File: config.mk
export PLATFORM = sky130hd
export DESIGN_NAME = uart_core_p
export DESIGN_NICKNAME = d
export VERILOG_FILES = /design/src/rtl/uart_pkg.sv /design/src/rtl/uart_fifo_p.sv /design/src/rtl/uart_core_p.sv
export SDC_FILE = /design/constraint.sdc
export NUM_CORES = 1
export LEC_CHECK = 0
export ABC_AREA = 1
export BUFFER_PORTS_ARGS = -buffer_cell sky130_fd_sc_hd__buf_4
export CORE_MARGIN = 4
export CORE_UTILIZATION = 48
export DETAILED_ROUTE_END_ITERATION = 10
export PLACE_DENSITY_LB_ADDON = 0.12
export SYNTH_ARGS = -nofsm -noshare
export SYNTH_HDL_FRONTEND = slang
export SYNTH_HIERARCHICAL = 1
export SYNTH_SLANG_ARGS = --single-unit
export TNS_END_PERCENT = 1
File: constraint.sdc
create_clock -name clk -period 3.1 [get_ports clk]
set_clock_uncertainty 0.05 [all_clocks]
set_input_delay 0.465 -clock clk [delete_from_list [all_inputs] [get_ports clk]]
set_output_delay 0.465 -clock clk [all_outputs]
set_load 0.02 [all_outputs]
File: src/rtl/uart_pkg.sv
// Shared encodings and helpers for the parametrised monitor UART.
// Holds the FSM state type, the divisor floor, and the parity/majority helpers.
package uart_pkg;

  typedef enum logic [2:0] {
    ST_IDLE,
    ST_START,
    ST_DATA,
    ST_PARITY,
    ST_STOP
  } uart_state_e;

  localparam int unsigned MIN_DIV = 4;

  function automatic logic parity_bit(input logic [7:0] data, input logic odd);
    return (^data) ^ odd;
  endfunction

  function automatic logic majority5(input logic [4:0] taps);
    logic [2:0] ones;
    ones = 3'(taps[0]) + 3'(taps[1]) + 3'(taps[2]) + 3'(taps[3]) + 3'(taps[4]);
    return ones >= 3'd3;
  endfunction

endpackage

File: src/rtl/uart_fifo_p.sv
// Byte FIFO with async-read head, occupancy counter and one-cycle overrun/underrun pulses.
// A write into a full FIFO is accepted when a pop happens in the same cycle.
module uart_fifo_p #(
  parameter int AW = 3
) (
  input  logic          clk,
  input  logic          rst_n,
  input  logic          wr,
  input  logic [7:0]    wdata,
  input  logic          rd,
  output logic [7:0]    rdata,
  output logic          full,
  output logic          empty,
  output logic [AW:0]   count,
  output logic          overrun,
  output logic          underrun
);

  localparam int DEPTH = 1 << AW;

  logic [7:0]    mem [DEPTH];
  logic [AW-1:0] wptr;
  logic [AW-1:0] rptr;
  logic          do_wr;
  logic          do_rd;

  assign full  = count[AW];
  assign empty = (count == '0);
  assign do_rd = rd & ~empty;
  assign do_wr = wr & (~full | rd);
  assign rdata = empty ? 8'h00 : mem[rptr];

  // NOTE: storage has no reset; the occupancy counter alone decides validity.
  always_ff @(posedge clk) begin
    if (do_wr) mem[wptr] <= wdata;
  end

  // NOTE: sequential state uses non-blocking assignments so every register samples pre-edge values.
  always_ff @(posedge clk or negedge rst_n) begin
    if (!rst_n) begin
      wptr     <= '0;
      rptr     <= '0;
      count    <= '0;
      overrun  <= 1'b0;
      underrun <= 1'b0;
    end else begin
      if (do_wr) wptr <= wptr + 1'b1;
      if (do_rd) rptr <= rptr + 1'b1;
      unique case ({do_wr, do_rd})
        2'b10:   count <= count + 1'b1;
        2'b01:   count <= count - 1'b1;
        default: count <= count;
      endcase
      overrun  <= wr & full & ~rd;
      underrun <= rd & empty;
    end
  end

endmodule

File: src/rtl/uart_core_p.sv
// Monitor UART: run-time baud divisor, optional parity, rx/tx FIFOs and error pulses.
// RX and TX FSMs latch their configuration per frame so mid-frame changes are harmless.
module uart_core_p
  import uart_pkg::*;
#(
  parameter int FIFO_AW = 3,
  parameter int DIV_W   = 16
) (
  input  logic               clk,
  input  logic               rst_n,
  input  logic [DIV_W-1:0]   baud_div,
  input  logic               parity_en,
  input  logic               parity_odd,
  input  logic               rx,
  output logic               tx,
  input  logic               rx_rden,
  output logic [7:0]         rx_rdata,
  output logic               rx_dvalid,
  output logic               rx_full,
  output logic [FIFO_AW:0]   rx_count,
  output logic               rx_overrun,
  output logic               rx_underrun,
  output logic               rx_frame_err,
  output logic               rx_parity_err,
  input  logic [7:0]         tx_wdata,
  input  logic               tx_wten,
  output logic               tx_full,
  output logic               tx_busy,
  output logic               tx_overrun
);

  logic [DIV_W-1:0] div_eff;
  assign div_eff = (baud_div < DIV_W'(MIN_DIV)) ? DIV_W'(MIN_DIV) : baud_div;

  // ---------------- RX front end ----------------
  logic       rx_meta, rx_sync, rx_bit, rx_bit_q, rx_fall;
  logic [4:0] rx_taps;

  always_ff @(posedge clk or negedge rst_n) begin
    if (!rst_n) begin
      rx_meta  <= 1'b1;
      rx_sync  <= 1'b1;
      rx_taps  <= '1;
      rx_bit_q <= 1'b1;
    end else begin
      rx_meta  <= rx;
      rx_sync  <= rx_meta;
      rx_taps  <= {rx_taps[3:0], rx_sync};
      rx_bit_q <= rx_bit;
    end
  end

  assign rx_bit  = majority5(rx_taps);
  assign rx_fall = rx_bit_q & ~rx_bit;

  // ---------------- RX FSM ----------------
  uart_state_e      rx_state;
  logic [DIV_W-1:0] rx_cnt, rx_div;
  logic [2:0]       rx_idx;
  logic [7:0]       rx_shift;
  logic             rx_par, rx_par_en, rx_par_odd, rx_push, rx_empty, rx_tick;

  assign rx_tick = (rx_cnt == DIV_W'(1));

  always_ff @(posedge clk or negedge rst_n) begin
    if (!rst_n) begin
      rx_state      <= ST_IDLE;
      rx_cnt        <= '0;
      rx_div        <= '0;
      rx_idx        <= '0;
      rx_shift      <= '0;
      rx_par        <= 1'b0;
      rx_par_en     <= 1'b0;
      rx_par_odd    <= 1'b0;
      rx_push       <= 1'b0;
      rx_frame_err  <= 1'b0;
      rx_parity_err <= 1'b0;
    end else begin
      rx_push       <= 1'b0;
      rx_frame_err  <= 1'b0;
      rx_parity_err <= 1'b0;
      if (rx_state != ST_IDLE) rx_cnt <= rx_tick ? rx_div : rx_cnt - 1'b1;
      unique case (rx_state)
        ST_IDLE: if (rx_fall) begin
          rx_state   <= ST_START;
          rx_div     <= div_eff;
          rx_cnt     <= div_eff >> 1;
          rx_par_en  <= parity_en;
          rx_par_odd <= parity_odd;
        end
        ST_START: if (rx_tick) begin
          rx_state <= rx_bit ? ST_IDLE : ST_DATA;
          rx_idx   <= '0;
        end
        ST_DATA: if (rx_tick) begin
          rx_shift <= {rx_bit, rx_shift[7:1]};
          rx_idx   <= rx_idx + 1'b1;
          if (rx_idx == 3'd7) rx_state <= rx_par_en ? ST_PARITY : ST_STOP;
        end
        ST_PARITY: if (rx_tick) begin
          rx_par   <= rx_bit;
          rx_state <= ST_STOP;
        end
        ST_STOP: if (rx_tick) begin
          rx_state <= ST_IDLE;
          if (!rx_bit) rx_frame_err <= 1'b1;
          else if (rx_par_en && (rx_par != parity_bit(rx_shift, rx_par_odd))) rx_parity_err <= 1'b1;
          else rx_push <= 1'b1;
        end
        default: rx_state <= ST_IDLE;
      endcase
    end
  end

  // Overrun on a full FIFO is detected inside the FIFO when the push lands.
  uart_fifo_p #(.AW(FIFO_AW)) u_rx_fifo (
    .clk      (clk),
    .rst_n    (rst_n),
    .wr       (rx_push),
    .wdata    (rx_shift),
    .rd       (rx_rden),
    .rdata    (rx_rdata),
    .full     (rx_full),
    .empty    (rx_empty),
    .count    (rx_count),
    .overrun  (rx_overrun),
    .underrun (rx_underrun)
  );

  assign rx_dvalid = ~rx_empty;

  // ---------------- TX path ----------------
  uart_state_e      tx_state;
  logic [DIV_W-1:0] tx_cnt, tx_div;
  logic [2:0]       tx_idx;
  logic [7:0]       tx_shift, tx_head;
  logic             tx_par, tx_par_en, tx_empty, tx_tick, tx_start, tx_underrun;
  logic [FIFO_AW:0] tx_count;
  logic             unused_tx;

  assign tx_tick  = (tx_cnt == DIV_W'(1));
  // A new frame starts from IDLE or straight out of the last STOP cycle, so there is no gap.
  assign tx_start = ~tx_empty & ((tx_state == ST_IDLE) | ((tx_state == ST_STOP) & tx_tick));

  uart_fifo_p #(.AW(FIFO_AW)) u_tx_fifo (
    .clk      (clk),
    .rst_n    (rst_n),
    .wr       (tx_wten),
    .wdata    (tx_wdata),
    .rd       (tx_start),
    .rdata    (tx_head),
    .full     (tx_full),
    .empty    (tx_empty),
    .count    (tx_count),
    .overrun  (tx_overrun),
    .underrun (tx_underrun)
  );

  assign unused_tx = ^{tx_underrun, tx_count};

  always_ff @(posedge clk or negedge rst_n) begin
    if (!rst_n) begin
      tx_state  <= ST_IDLE;
      tx_cnt    <= '0;
      tx_div    <= '0;
      tx_idx    <= '0;
      tx_shift  <= '0;
      tx_par    <= 1'b0;
      tx_par_en <= 1'b0;
      tx        <= 1'b1;
    end else begin
      if (tx_state != ST_IDLE) tx_cnt <= tx_tick ? tx_div : tx_cnt - 1'b1;
      if (tx_start) begin
        tx_state  <= ST_START;
        tx_shift  <= tx_head;
        tx_div    <= div_eff;
        tx_cnt    <= div_eff;
        tx_par_en <= parity_en;
        tx_par    <= parity_bit(tx_head, parity_odd);
        tx        <= 1'b0;
      end else begin
        unique case (tx_state)
          ST_IDLE: tx <= 1'b1;
          ST_START: if (tx_tick) begin
            tx_state <= ST_DATA;
            tx       <= tx_shift[0];
            tx_shift <= tx_shift >> 1;
            tx_idx   <= '0;
          end
          ST_DATA: if (tx_tick) begin
            if (tx_idx == 3'd7) begin
              tx_state <= tx_par_en ? ST_PARITY : ST_STOP;
              tx       <= tx_par_en ? tx_par : 1'b1;
            end else begin
              tx_idx   <= tx_idx + 1'b1;
              tx       <= tx_shift[0];
              tx_shift <= tx_shift >> 1;
            end
          end
          ST_PARITY: if (tx_tick) begin
            tx_state <= ST_STOP;
            tx       <= 1'b1;
          end
          ST_STOP: if (tx_tick) begin
            tx_state <= ST_IDLE;
            tx       <= 1'b1;
          end
          default: tx_state <= ST_IDLE;
        endcase
      end
    end
  end

  assign tx_busy = (tx_state != ST_IDLE) | ~tx_empty;

endmodule

==> Word level (Yosys, flattened, before mapping) <==
Memory sizes are Yosys's and may differ from the RTL's.
Cells that the tools add are included.
{ "classes": {"add_sub_neg": 16, "magnitude_cmp": 2, "eq_ne": 34, "n_mux": 61, "n_bitwise": 25, "reduce_logical": 26} }
{ "op_table": {"columns": ["op", "count"], "rows": [
  ["two-way mux 16 bit", 8],
  ["two-way mux 3 bit", 17],
  ["two-way mux 8 bit", 6],
  ["== test 16 x 1 -> 1 bit (second input constant)", 2],
  ["subtractor 16 x 1 -> 16 bit (second input constant)", 2],
  ["one-hot mux 3 bit (5 select lines)", 2],
  ["two-way mux 1 bit", 21],
  ["adder 3 x 1 -> 3 bit (second input constant)", 6],
  ["inequality test 2 bit (second input constant)", 9],
  ["inequality test 3 x 2 -> 1 bit (second input constant)", 6],
  ["< comparator 16 x 3 -> 1 bit (second input constant)", 1],
  ["one-hot mux 4 bit (2 select lines)", 2],
  ["one-hot mux 8 bit (2 select lines)", 1],
  ["XOR reduction 8 bit", 2],
  ["AND 1 bit", 12],
  ["== test 3 x 2 -> 1 bit (second input constant)", 4],
  ["== test 3 bit (second input constant)", 4],
  ["one-hot mux 3 bit (2 select lines)", 2],
  ["AND reduction 6 bit", 2],
  ["nonzero test 2 bit", 5],
  ["nonzero test 3 bit", 3],
  ["adder 4 x 1 -> 4 bit (second input constant)", 2],
  ["logical NOT 4 bit", 2],
  ["AND reduction 4 bit", 2],
  ["other kinds (23)", 41]
]} }
{ "word_totals": {"ff_bits": 132, "ramBits": 128, "out_inout_bits": 22, "elab_cells": 198, "mem_count": 2} }
{ "memory_table": {"columns": ["memory", "depth", "width", "read_ports", "rd_ports_with_merged_regs", "write_ports", "line_no", "text"], "rows": [
  ["u_rx_fifo.mem", 8, 8, 1, 0, 1, "uart_fifo_p.sv:21", "logic [7:0] mem [DEPTH];"],
  ["u_tx_fifo.mem", 8, 8, 1, 0, 1, "uart_fifo_p.sv:21", null]
]} }

==> Longest topological paths before layout <==
{ "logic_depth": {"ltp_word": 9, "mapped_depth": 20, "depth_no_buf": 19} }

==> By module <==
The synthesis kept the hierarchy.
{ "by_module_without_submodules": {"columns": ["module", "n_inst", "cells_each", "area_per_inst_um2"], "rows": [
  ["uart_fifo_p", 2, 274, 3211.8],
  ["uart_core_p", 1, 829, 6169.7]
]} }

==> Least setup slack after synthesis <==
OpenSTA, ideal clock, no wires.
{ "synth_path": {"path_type": "reg-to-reg", "from": "reg rx_taps[0]", "to": "reg rx_div[5]", "arrival_ps": 2616, "required_ps": 2925, "slack_ps": 309, "path_stages_with_launch": 13, "path_buffers": 1, "period_less_slack_ps": 2791, "cell_sequence": "dfstp_2 inv_1 fa_1 fa_1 inv_1 ha_1 nand3b_1 nand2_1 inv_1 nand2_1 nor2_2 buf_4 mux2_2"} }
{ "synth_between": {"elab_chain_len": 8} }
{ "synth_lines": {"columns": ["item", "line_no", "text"], "rows": [
  ["start: declaration", "uart_core_p.sv:37", "logic [4:0] rx_taps;"],
  ["start signal: assignment", "uart_core_p.sv:48", "rx_taps <= {rx_taps[3:0], rx_sync};"],
  ["adder 1 x 1 -> 2 bit", "uart_pkg.sv:21", "ones = 3'(taps[0]) + 3'(taps[1]) + 3'(taps[2]) + 3'(taps[3]) + 3'(taps[4]);"],
  ["adder 2 x 1 -> 3 bit", "uart_pkg.sv:21", null],
  ["adder 3 x 1 -> 3 bit (2 in a row)", "uart_pkg.sv:21", null],
  ["greater-or-equal comparator 3 x 2 -> 1 bit", "uart_pkg.sv:22", "return ones >= 3'd3;"],
  ["net rx_bit", "uart_core_p.sv:36", "logic rx_meta, rx_sync, rx_bit, rx_bit_q, rx_fall;"],
  ["NOT 1 bit", "uart_core_p.sv:54", "assign rx_fall = rx_bit_q & ~rx_bit;"],
  ["AND 1 bit", "uart_core_p.sv:54", null],
  ["AND reduction 2 bit (no line)", null, null],
  ["end signal: assignment", "uart_core_p.sv:86", "rx_div <= div_eff;"],
  ["end: declaration", "uart_core_p.sv:58", "logic [DIV_W-1:0] rx_cnt, rx_div;"]
]} }
The timed path passes the listed nets, and every way through them passes these cells.
A chain may end at the register's enable or synchronous reset.

==> Worst setup path in the final report <==
Same ends and word-level chain as after synthesis.

==> impl_results.md <==
- Status: finished, final reports clean
- Num CTS Buffers: 28
- Crit path arrival time: 3.29 ns
- R2R Setup Slk: roughly 0.18 ns
- Max FO, Critical Path: 14
- Crit share post-route: 0.9420
- Fin nets: 1496
- Switch Pwr: 0.005642 W
- Post-synthesis cell area: 0.01255 mm^2
- Worst setup SP type: register
- Longest Clk Path Bufs: 3
- Clk sinks: 260
- Avg Inst Size Synth: 9.143 um^2
- Drt wl/cell: between 15 and 20 um
- Die area: 0.02880 mm^2
- First-pass GRT wire length: 45.59 mm
- Root Driver: clkbuf_16
- Non-Filler Instances: between 1500 and 2000
- Worst-skew pair later-pin latency: about 0.54 ns
- Hold depth: 2
- Fill cells: 2261
- Grt ovf: 0
- Gate power share: 0.404
- Reg2Reg Depth: 12
- RSZ-0062 raised after global routing: no
- Non-Filler Cell Area, Final: approximately 0.014 mm^2
- Worst Hold End: u_rx_fifo/overrun
- TritonCTS clock tree: yes
- FF-to-FF Start: rx_taps[0]
- Drt total wl: 27.67 mm
- Antenna diode count: 0
- Final WS setup: ~0.18 ns
- Fmax: 342.4 MHz
- Hold Startpoint: rx_rden
- Worst-margin pin slew: 0.8706 ns
- Antenna violations before repair: 0
- Final Max Tran Viols: 0
- Routed wl met3: 1.516 mm
- Mapped Nets: around 1400
- Clk pwr share: 0.234
- Final setup TNS: 0 ns
- Die Height: ~170 um
- Setup Crit Path Kind: reg2reg
- Capturing point of the worst reg2reg path: rx_div[5]
- Core area: 0.02547 mm^2
- Net Sw Frac: 0.4002
- Residual DRC count: 0
- Final setup viols: 0
- Initial detailed-routing violation count: approximately 810
- Rows: 58
- Top Ports: between 50 and 60
- Die X: between 150 and 200 um
- Design Power: 0.01410 W
- DP Worst Slack: 0.09839 ns
- Maximum VDD drop: 0.5328 mV
- Multi-input gate area: about 0.0046 mm^2
- Sequential share of power: 0.361
- TritonRoute pass-1 iters: 5
- Met2 WL: 12.49 mm
- Area delta synth->final: 13.49%
- Via count: 9234
- Post-DP Area: 0.01328 mm^2
- Required @ worst endpoint: 3.47 ns
- Largest net degree at the start of global routing: 93
- Worst-path clk slew: 0.06 ns
- Post-DP HPWL: 18.63 mm
- Leak: 6.397 nW
- All-Layer GR Usage: 0.1931
- Power Internal: 0.008457 W
- Min cycle time layout: 2.920 ns
- Vias in the first global route: 8768
- Post-DRT Antenna Nets: 0
- PD cells: slightly below 1000 mW/mm^2
- Min-Delay Path Class: in2reg
- Layout cells sized above 1: 0.1297
- Hold Vio Cnt, Final: 0
- Cell count after synthesis: 1373
- Yosys warns: 6
- Critical Path End Type: register
- Avg Vias per Cell: between 5 and 6
- Port bufs: 52
- DP Cell Count: 1740
- Worst slew margin: 0.4196
- Register area: 0.007158 mm^2
- Routed metal-1 wirelength: ~13 mm
- Starting Density: 0.4928
- Gpl congestion: between 0.8 and 0.9
- CTS H-tree depth: 1
- Max cap viols: 0
- Uppermost layer routed: met4
## area by class of cell
| class | count | share of cell area |
|---|---|---|
| flip-flops and latches | 260 | 0.5025 |
| multi-input cells | 937 | 0.3221 |
| clock buffers | 34 | 0.05436 |
| repair buffers | 85 | 0.04628 |
| inverters | 131 | 0.03504 |
| well taps | 330 | 0.02898 |
| clock inverters | 18 | 0.01071 |
## layout by cell type (no fill, tap or decap), drive strengths merged, types with 10 or more instances in the layout
cell type	n
nand3	93
or2	10
nor2	213
nand2	328
inv	130
xor2	18
a21oi	19
dfrtp	123
o21ai	148
clkinv	16
o22ai	16
xnor2	16
ha	20
buf	83
clkbuf	34
o211ai	19
edfxtp	128
## through the flow
stage | util | hold slack (ns)
2_1_floorplan | - | 0.1194
3_3_place_gp | 0.5212 | 0.2971
3_5_place_dp | 0.5212 | 0.2979
4_1_cts | 0.5584 | 0.03237
5_1_grt | 0.5593 | 0.04633
6_report | 0.5593 | 0.05952
## power groups by stage
stage | registers, W | clock network (W) | logic [W]
2_1_floorplan | 0.00498 | 0 | 0.00444
3_3_place_gp | 0.00513 | 0 | 0.00563
3_5_place_dp | 0.00515 | 0 | 0.00570
4_1_cts | 0.00509 | 0.00338 | 0.00574
5_1_grt | 0.00520 | 0.00353 | 0.00655
6_report | 0.00509 | 0.00330 | 0.00570
## sequential cells by signal (all words and copies together), names as in the netlist, 4 cells and up
signal           cells
rx_cnt              16
rx_div              16
rx_shift             8
rx_taps              5
tx_cnt              16
tx_div              16
tx_shift             8
u_rx_fifo/count      4
u_rx_fifo/mem       64
u_tx_fifo/count      4
u_tx_fifo/mem       64
## worst max-delay path by stage
stage | start | to | slack (ns) | cells after the start
after global routing | rx_taps[0] | rx_div[5] | 0.004 | 12
after global placement | rx_taps[0] | rx_div[5] | 0.18 | 12
final | rx_taps[0] | rx_div[5] | 0.18 | 12
after detailed placement | rx_taps[0] | rx_div[5] | 0.1 | 12
after CTS | rx_taps[0] | rx_div[5] | 0.08 | 12
after floorplan | rx_taps[0] | rx_div[5] | 0.31 | 12
## worst max-delay path: stages (launching register included)
cell and delay [ns]:
dfstp_2 0.53, inv_1 0.05, fa_1 0.50, fa_1 0.37
inv_1 0.09, ha_1 0.22, nand3b_1 0.08, nand2_1 0.10
inv_2 0.08, nand2_2 0.08, nor2_4 0.17, buf_12 0.16
mux2_2 0.33
## routing by layer
| layer | vias to the layer above | global-route usage |
|---|---|---|
| met5 | - | 0 |
| met4 | 0 | 0.04060 |
| li1 | 4672 | - |
| met2 | 189 | 0.3024 |
| met1 | 4340 | 0.2905 |
| met3 | 33 | 0.02632 |
## repair_timing
item	in CTS	in global routing
resized for setup	0	7
hold endpoints to repair	26	0
setup endpoints to repair	0	28
hold buffers	2	0
setup buffers	0	1
No activity file was read; power rests on OpenSTA's default activity.
